File: src/rtl/sb_drain_dcache.sv
// sb_drain_dcache
// Data-cache write responder for the store-buffer drain interface. Each
// CacheWrite request carries one store (word or byte) that is committed into
// a direct-mapped, write-back, write-allocate cache. A one-cycle CacheReady
// pulse acknowledges the commit. Misses go through a line-wide memory
// handshake: dirty-victim writeback first, then refill.
//
// Ports:
//   clk, rst                  clock; asynchronous active-low reset
//   CacheWrite                drain request, held until CacheReady
//   Address_in                store byte address
//   Data_in                   store data
//   ByteAddress_in            1 = byte store of Data_in[7:0], 0 = word store
//   CacheReady                one-cycle commit acknowledge (registered)
//   Busy                      controller is not in IDLE
//   mem_req/mem_we            memory request; 1 = line write, 0 = line read
//   mem_addr/mem_wdata        line-aligned address; victim line data
//   mem_rdata/mem_ready       refill data; memory completes the request
//   HitCount/MissCount        16-bit saturating counters (optional)
//
// Optional feature: define DCACHE_PERF_CNT_EN to add the HitCount and
// MissCount outputs and their counters.

module sb_drain_dcache #(
    parameter int DATA_W     = 32,
    parameter int ADDR_W     = 32,
    parameter int NUM_LINES  = 4,
    parameter int LINE_BYTES = 16
) (
    input  logic                    clk,
    input  logic                    rst,
    input  logic                    CacheWrite,
    input  logic [ADDR_W-1:0]       Address_in,
    input  logic [DATA_W-1:0]       Data_in,
    input  logic                    ByteAddress_in,
    output logic                    CacheReady,
    output logic                    Busy,
    output logic                    mem_req,
    output logic                    mem_we,
    output logic [ADDR_W-1:0]       mem_addr,
    output logic [LINE_BYTES*8-1:0] mem_wdata,
    input  logic [LINE_BYTES*8-1:0] mem_rdata,
`ifdef DCACHE_PERF_CNT_EN
    output logic [15:0]             HitCount,
    output logic [15:0]             MissCount,
`endif
    input  logic                    mem_ready
);

    localparam int LINE_W = LINE_BYTES * 8;
    localparam int OFF_W  = $clog2(LINE_BYTES);
    localparam int IDX_W  = $clog2(NUM_LINES);
    localparam int TAG_W  = ADDR_W - OFF_W - IDX_W;
    localparam int LANE_W = $clog2(DATA_W / 8);

    typedef enum logic [1:0] {IDLE, WRITEBACK, REFILL, DONE} state_t;

    state_t                 state;
    logic [ADDR_W-1:0]      addr_q;
    logic [DATA_W-1:0]      data_q;
    logic                   byte_q;
    logic [NUM_LINES-1:0]   valid;
    logic [NUM_LINES-1:0]   dirty;
    logic [TAG_W-1:0]       tag_mem  [NUM_LINES];
    logic [LINE_W-1:0]      data_mem [NUM_LINES];

    logic [IDX_W-1:0]       idx_in, idx_q, arr_idx;
    logic [TAG_W-1:0]       tag_in, tag_q, arr_tag;
    logic [LINE_W-1:0]      arr_line;
    logic                   hit, accept, arr_we;

    // Overlay one store onto a line: a word store replaces the selected word,
    // a byte store replaces only lane off[LANE_W-1:0] of that word.
    function automatic logic [LINE_W-1:0] merge(input logic [LINE_W-1:0] line,
                                                input logic [OFF_W-1:0]  off,
                                                input logic [DATA_W-1:0] data,
                                                input logic              byte_st);
        logic [LINE_W-1:0] r;
        int                base;
        r    = line;
        base = int'(off[OFF_W-1:LANE_W]) * DATA_W;
        if (byte_st)
            r[base + int'(off[LANE_W-1:0]) * 8 +: 8] = data[7:0];
        else
            r[base +: DATA_W] = data;
        return r;
    endfunction

    assign idx_in = Address_in[OFF_W +: IDX_W];
    assign tag_in = Address_in[ADDR_W-1 -: TAG_W];
    assign idx_q  = addr_q[OFF_W +: IDX_W];
    assign tag_q  = addr_q[ADDR_W-1 -: TAG_W];
    assign accept = (state == IDLE) && CacheWrite;
    assign hit    = valid[idx_in] && (tag_mem[idx_in] == tag_in);
    assign Busy   = (state != IDLE);

    // The line array has two writers: a hit merges the live request into the
    // resident line, a completed refill merges the latched store into mem_rdata.
    always_comb begin
        // NOTE: every output of this block gets a default first, so no path
        // leaves one unassigned and no latch is inferred.
        arr_we   = 1'b0;
        arr_idx  = idx_q;
        arr_tag  = tag_q;
        arr_line = mem_rdata;
        if (accept && hit) begin
            arr_we   = 1'b1;
            arr_idx  = idx_in;
            arr_tag  = tag_in;
            arr_line = merge(data_mem[idx_in], Address_in[OFF_W-1:0], Data_in, ByteAddress_in);
        end else if (state == REFILL && mem_ready) begin
            arr_we   = 1'b1;
            arr_line = merge(mem_rdata, addr_q[OFF_W-1:0], data_q, byte_q);
        end
    end

    // NOTE: tag and data arrays are deliberately left out of reset; the
    // cleared valid bits make their contents unobservable after reset.
    always_ff @(posedge clk) begin
        if (arr_we) begin
            data_mem[arr_idx] <= arr_line;
            tag_mem[arr_idx]  <= arr_tag;
        end
    end

    // NOTE: all state below uses non-blocking assignments so every register
    // samples pre-edge values regardless of statement order.
    always_ff @(posedge clk or negedge rst) begin
        if (!rst) begin
            state      <= IDLE;
            valid      <= '0;
            dirty      <= '0;
            addr_q     <= '0;
            data_q     <= '0;
            byte_q     <= 1'b0;
            CacheReady <= 1'b0;
            mem_req    <= 1'b0;
            mem_we     <= 1'b0;
            mem_addr   <= '0;
            mem_wdata  <= '0;
`ifdef DCACHE_PERF_CNT_EN
            HitCount   <= '0;
            MissCount  <= '0;
`endif
        end else begin
            CacheReady <= 1'b0;
            case (state)
                IDLE: begin
                    if (CacheWrite) begin
                        addr_q <= Address_in;
                        data_q <= Data_in;
                        byte_q <= ByteAddress_in;
                        if (hit) begin
                            dirty[idx_in] <= 1'b1;
                            CacheReady    <= 1'b1;
                            state         <= DONE;
                        end else if (valid[idx_in] && dirty[idx_in]) begin
                            mem_req   <= 1'b1;
                            mem_we    <= 1'b1;
                            mem_addr  <= {tag_mem[idx_in], idx_in, {OFF_W{1'b0}}};
                            mem_wdata <= data_mem[idx_in];
                            state     <= WRITEBACK;
                        end else begin
                            mem_req  <= 1'b1;
                            mem_we   <= 1'b0;
                            mem_addr <= {tag_in, idx_in, {OFF_W{1'b0}}};
                            state    <= REFILL;
                        end
`ifdef DCACHE_PERF_CNT_EN
                        if (hit && HitCount != 16'hFFFF)
                            HitCount <= HitCount + 16'd1;
                        if (!hit && MissCount != 16'hFFFF)
                            MissCount <= MissCount + 16'd1;
`endif
                    end
                end
                WRITEBACK: begin
                    // mem_req stays high straight into the refill read.
                    if (mem_ready) begin
                        mem_we   <= 1'b0;
                        mem_addr <= {tag_q, idx_q, {OFF_W{1'b0}}};
                        state    <= REFILL;
                    end
                end
                REFILL: begin
                    if (mem_ready) begin
                        mem_req      <= 1'b0;
                        valid[idx_q] <= 1'b1;
                        dirty[idx_q] <= 1'b1;
                        CacheReady   <= 1'b1;
                        state        <= DONE;
                    end
                end
                DONE: begin
                    // CacheWrite is still high here; it must not start a new store.
                    state <= IDLE;
                end
                default: state <= IDLE;
            endcase
        end
    end

endmodule
File: config.mk
export PLATFORM = sky130hd
export DESIGN_NAME = sb_drain_dcache
export DESIGN_NICKNAME = d
export VERILOG_FILES = /design/src/rtl/sb_drain_dcache.sv
export SDC_FILE = /design/constraint.sdc
export NUM_CORES = 2
export LEC_CHECK = 0
export BUFFER_PORTS_ARGS = -buffer_cell sky130_fd_sc_hd__buf_2
export CAP_MARGIN = 20
export CORE_MARGIN = 2
export CORE_UTILIZATION = 60
export CTS_BUF_LIST = sky130_fd_sc_hd__clkbuf_8 sky130_fd_sc_hd__clkbuf_16
export DETAILED_ROUTE_END_ITERATION = 8
export PLACE_DENSITY = 0.78
export SYNTH_ARGS = -nofsm -noshare
export SYNTH_HDL_FRONTEND = slang
export SYNTH_SLANG_ARGS = --single-unit
export TNS_END_PERCENT = 50
File: constraint.sdc
create_clock -name clk -period 14.7 [get_ports clk]
set_input_delay 4.41 -clock clk [delete_from_list [all_inputs] [get_ports clk]]
set_output_delay 4.41 -clock clk [all_outputs]
set_load 0.01 [all_outputs]
# Yosys cells after proc, flatten, opt, wreduce, memory -nomap -nowiden
# Memories as Yosys holds them, arrays and structs flattened.
# Cells that the tools add are included.
[totals]
regBits = 238
mem_bits_rw = 616
input_bits = 197
elab_cells = 111
mem_count = 2
[classes]
add_sub_neg = 6
n_lt_le_gt_ge = 4
n_eq_ne = 9
n_shift = 8
n_mux = 49
n_bitwise = 4
reduce_logical = 18
[mem_list]
columns = ["memory", "depth", "word_bits", "read_ports", "rd_ports_with_merged_regs", "wr", "line", "source"]
rows = [
  ["data_mem", 4, 128, 1, 0, 1, "65", "logic [LINE_W-1:0] data_mem [NUM_LINES];"],
  ["tag_mem", 4, 26, 1, 0, 1, "64", "logic [TAG_W-1:0] tag_mem [NUM_LINES];"],
]
[op_table]
columns = ["op", "n"]
rows = [
  ["$bwmux 128", 4],
  ["$mux 128", 4],
  ["$shift 32x33->128 const A", 2],
  ["$shift 8x33->128 const A", 2],
  ["$shiftx 32x33->128", 2],
  ["$shiftx 8x33->128", 2],
  ["$mux 32", 4],
  ["$neg 7->33", 2],
  ["$neg 8->33", 2],
  ["$pmux 32 s2", 1],
  ["$eq 26x26->1", 1],
  ["$mux 26", 1],
  ["$mux 1", 17],
  ["$add 7x5->8", 2],
  ["$reduce_and 4->1", 4],
  ["$mux 2", 6],
  ["$mux 4", 3],
  ["$or 4x4->4", 3],
  ["$ne 2x2->1 const B", 5],
  ["$pmux 2 s4", 1],
  ["$pmux 4 s2", 1],
  ["$logic_and 1x1->1", 7],
  ["$lt 2x3->1 const B", 2],
  ["$pmux 1 s2", 3],
  ["other kinds (10)", 17],
]

# Logic depth before layout (Yosys ltp)
[depth]
depth_word = 8
mapped_depth = 14
ltp_nobuf = 13

# Least setup slack after synthesis
# OpenSTA, ideal clock, no wires.
[synth_timing]
path_kind = "in2reg"
from = "input Address_in[4]"
to = "memory data_mem[1][0] in the netlist's numbering (enable)"
setup_time_ns = 0.687
arrival_ns = 13.390
t_required_ns = 14.013
path_slack_ns = 0.623
stages = 11
n_path_buf = 5
path_cell_list = "buf_6 -> buf_6 -> mux4_2 -> xnor2_2 -> nand4_1 -> a2111oi_2 -> nand4_2 -> buf_6 -> buf_6 -> buf_6 -> o21ai_1"
[synth_via]
elab_chain_cells = 7
elab_cells_between_ends = 10
[synth_lines]
columns = ["element", "line", "source"]
rows = [
  ["start, declared", "33", "input logic [ADDR_W-1:0] Address_in,"],
  ["$mem_v2 4x26 or $bmux 1 s2 (tied branches)", "-", ""],
  ["$eq 26x26->1 or $mux 1 (tied branches)", "94", "assign hit = valid[idx_in] && (tag_mem[idx_in] == tag_in);"],
  ["$logic_and 1x1->1", "94", ""],
  ["$logic_and 1x1->1", "106", "if (accept && hit) begin"],
  ["$mux 1", "106", ""],
  ["$mux 1", "120", "if (arr_we) begin"],
  ["$mux 1 (implied by the code)", "121", "data_mem[arr_idx] <= arr_line;"],
  ["end, declared", "65", ""],
]
# Several ways; a longest one is shown, not always the timed one. The select of a mux whose other input is x is not followed.

# Final worst setup path
[layout_timing]
from = "input Address_in[4]"
to = "memory data_mem[0][53] in the netlist's numbering (enable)"
# Same word-level chain as after synthesis.

==> results by group <==
Global route
  • Vias in the first global route: just over 30,000
  • Gr usage total: 0.357
  • Pin count of the biggest net entering global routing: approximately 220
  • Antenna violations before repair: 13
  • Global route total overflow: 0
  • Global-route wire length before repair: ~200,000 µm

Logic synthesis
  • Seq cells post-synth: between 800 and 900
  • Synth Instances: between 3,000 and 4,000
  • Synth warnings: 0
  • Seq/Total Area, Yosys: 0.568
  • Avg Inst Size Synth: around 13 µm²
  • Cell Area, Synth: between 40,000 and 50,000 µm²
  • Async S/R FF share, synth: 0.275
  • Synth unique cells: just over 80
  • Post-synth EDFFs: 616
  • Primary FF master, synth: edfxtp_1

Critical path
  • Worst path bufs/invs: 5
  • CP required: approximately 15 ns
  • Stages on worst setup path: 12
  • Crit-path slowest cell: buf_4
  • CP top delay family: buffers and inverters
  • Arrival time of the worst setup path: between 10 and 15 ns
  • Critical-path cell list: buf_8, buf_4, mux4_2, o21a_1, nand4_1, a2111oi_2, nand4_4, buf_12, nand2_1, o31ai_4, buf_4, buf_4
  • Crit path max fanout: approximately 220
  • Max stage delay on crit path: about 0.92 ns
  • Crit path launch type: primary input
  • Kind of critical path: primary input to flop
  • Register-to-Register Path Depth: 10
  • Worst Setup End Kind: flop
  • Cell mode on critical path: buf_4

Power
  • NetSw: 2.98 mW
  • Cell Int Power: about 5.5 mW
  • Clk network pwr share: 0.259
  • Sequential Power Share: 0.422
  • Sw Ratio: 0.350
  • Pwr Density: roughly 180 nW/µm²
  • P_leak: about 19 nW
  • Power share of the combinational group: 0.319
  • Design Power: about 8.5 mW
  • Peak supply drop: between 0.1 and 0.15 mV

Detailed routing
  • Vias per inst: about 6.9
  • Pre-antenna DRT Iters: 7
  • Antenna viol nets, final: 0
  • Post-route DRC violation count: 0
  • Starting DRC count in detailed routing: about 5,200
  • WL final: 134,000 µm
  • Avg WL per Cell: ~29 µm
  • Vias: 32,400

CTS
  • Setup Buffers After CTS: 0
  • Clock-pin slew on the worst setup and hold paths: approximately 0.06 ns
  • Worst skew pair latency: between 0.6 and 0.7 ns
  • CTS tree: yes
  • CTS resizes: 0
  • Cts hold-fix bufs: 0
  • Num CTS Buffers: 86
  • Root Buffer: clkbuf_16
  • Clk buf depth: 3
  • Clock Sinks: 850
  • Max H-tree Level: 3

Min path
  • Worst Hold Depth: 1
  • Worst min-delay path class: flop to flop

Place
  • HPWL after DPL: 89,000 µm
  • Inst Count DP: 4,498
  • Placed inst area: 45,300 µm²
  • Post-Place Setup Slack: between 4 and 5 ns
  • Final GP Congestion: 1.00
  • Number of port buffers: ~360

Timing
  • TNS Setup: 0 ns
  • Clk_skew: 0.0355 ns
  • Final period util: 0.672
  • Worst-Margin Slew: 1.34 ns
  • Final Slew Violations: 0
  • Final setup fails: 0
  • Min Tclk post-route: slightly below 10 ns
  • Fmax: around 100 MHz
  • Final worst slack: approximately 4.8 ns
  • Hold slack: ~0.47 ns
  • RSZ-0062 raised after global routing: no
  • Hold Fails Final Rpt: 0
  • Slew HR: 0.0992

Layout
  • Post-route insts no fill: ~4,700
  • Core Util, Final: 0.684
  • Share of cells above drive strength 1: 0.247
  • Post-layout nets: just under 4,000
  • Design area: ~48,000 µm²
  • Synth-to-layout area growth: 12.4%

Floorplanning
  • Die Ht: approximately 270 µm
  • Cell Rows: 97
  • Die X: between 200 and 300 µm
  • I/O pin count: 361
  • Die area: approximately 74,000 µm²
  • Core area: slightly above 70,000 µm²
  • Initial Utilization: 0.609

Status
  • Status: finished, final reports clean

Flow run
  • Max-cap viol count: 0
## kinds of logic (layout without fill, tap and decap cells)
family                     Yosys count  after routing  synth area share
and+or+nand+nor                    710            710            0.0734
AOI/OAI and AO/OA                  986            986             0.146
adders and majority gates           25             25           0.00730
other                                1             10         0.0000875
DFF                                850            850             0.568
xor gates and xnor gates            32             32           0.00689
buffers and inverters              319            630            0.0322
muxes                              489            489             0.166
## final timing paths
kind | start | end | slack [ns]
setup / recovery | Address_in[4] | data_mem[0][53] | 4.82
hold / removal | valid[1] | valid[1] | 0.47
setup reg to reg | addr_q[2] | data_mem[3][6] | 9.45
hold reg to reg | valid[1] | valid[1] | 0.47
max in group asynchronous | rst | mem_wdata[74] | 8.82
min in group asynchronous | rst | mem_wdata[36] | 3.72
## cell usage after synthesis (all sizes together) (14+ instances only)
library cell,count,share of area
o21ai,352,0.041
o2bb2ai,18,0.0037
nand2,380,0.033
nand4,14,0.0022
a21o,21,0.0037
nor3,21,0.0025
edfxtp,616,0.43
nor2,113,0.0099
o211ai,34,0.0060
mux4,152,0.080
nand3,91,0.011
clkbuf,186,0.016
a21oi,281,0.033
a221o,42,0.0098
a2bb2oi,80,0.016
a222oi,15,0.0035
a221oi,27,0.0055
and3,29,0.0042
buf,83,0.012
mux2,189,0.051
a211oi,22,0.0039
ha,25,0.0073
mux2i,148,0.035
dfrtp,234,0.14
inv,48,0.0042
o221ai,24,0.0049
xnor2,25,0.0055
## flip-flops by register name (all words and copies together), names as in the netlist
signal      cells
addr_q         32
data_q         32
tag_mem       104
byte_q          1
valid           4
state           2
data_mem      512
mem_req         1
mem_addr       28
dirty           4
mem_we          1
CacheReady      1
mem_wdata     128
## layout by cell type, fill, tap and decap left out, types with 8 or more instances in the layout
master | netlist | final
edfxtp_1 | 616 | 616
nand2_1 | 380 | 377
buf_2 | 36 | 354
a21oi_1 | 280 | 279
o21ai_0 | 250 | 250
dfrtp_1 | 234 | 233
mux2_2 | 156 | 156
mux4_2 | 152 | 152
mux2i_1 | 147 | 147
nor2_1 | 113 | 112
o21ai_1 | 102 | 99
nand3_1 | 91 | 91
clkbuf_16 | 0 | 89
a2bb2oi_1 | 80 | 80
inv_1 | 47 | 74
buf_4 | 5 | 53
a221o_1 | 42 | 42
o211ai_1 | 34 | 34
and3_1 | 29 | 29
a221oi_1 | 27 | 27
ha_1 | 25 | 25
o221ai_1 | 24 | 24
xnor2_1 | 23 | 23
a21o_1 | 21 | 21
a211oi_1 | 22 | 21
nor3_1 | 21 | 19
mux2_4 | 19 | 19
o2bb2ai_1 | 18 | 18
a222oi_1 | 15 | 15
mux2_1 | 14 | 14
nand4_1 | 13 | 13
nor2b_1 | 12 | 12
clkinv_2 | 0 | 12
nand2b_1 | 11 | 11
o21a_1 | 10 | 10
and2_1 | 10 | 10
clkinv_1 | 2 | 8
o221a_2 | 8 | 8
a22o_1 | 8 | 8
## metal layers
metal  share of wire  vias up  GRT usage
met1            0.37    15800      0.500
met3            0.14      450     0.0965
met5         0.00033        -          0
met2            0.44     2507      0.511
li1                -    13700          -
met4           0.059        8      0.194
## area by class of cell
class | count | area (µm²)
flip-flops and latches | 850 | 24400
fillers | 4970 | 22200
multi-input cells | 2246 | 17300
repair buffers | 419 | 2330
clock buffers | 94 | 2300
well taps | 940 | 1180
clock inverters | 67 | 536
inverters | 50 | 188
diodes | 6 | 15.0
## power groups by stage
stage          Clock [mW]  Sequential [mW]  Combinational [mW]
2_1_floorplan           0             3.63                1.69
3_3_place_gp            0             3.60                2.56
3_5_place_dp            0             3.61                2.63
4_1_cts              2.21             3.57                2.65
5_1_grt              2.30             3.63                2.90
6_report             2.20             3.59                2.71
Power figures use the tool's default switching activity.
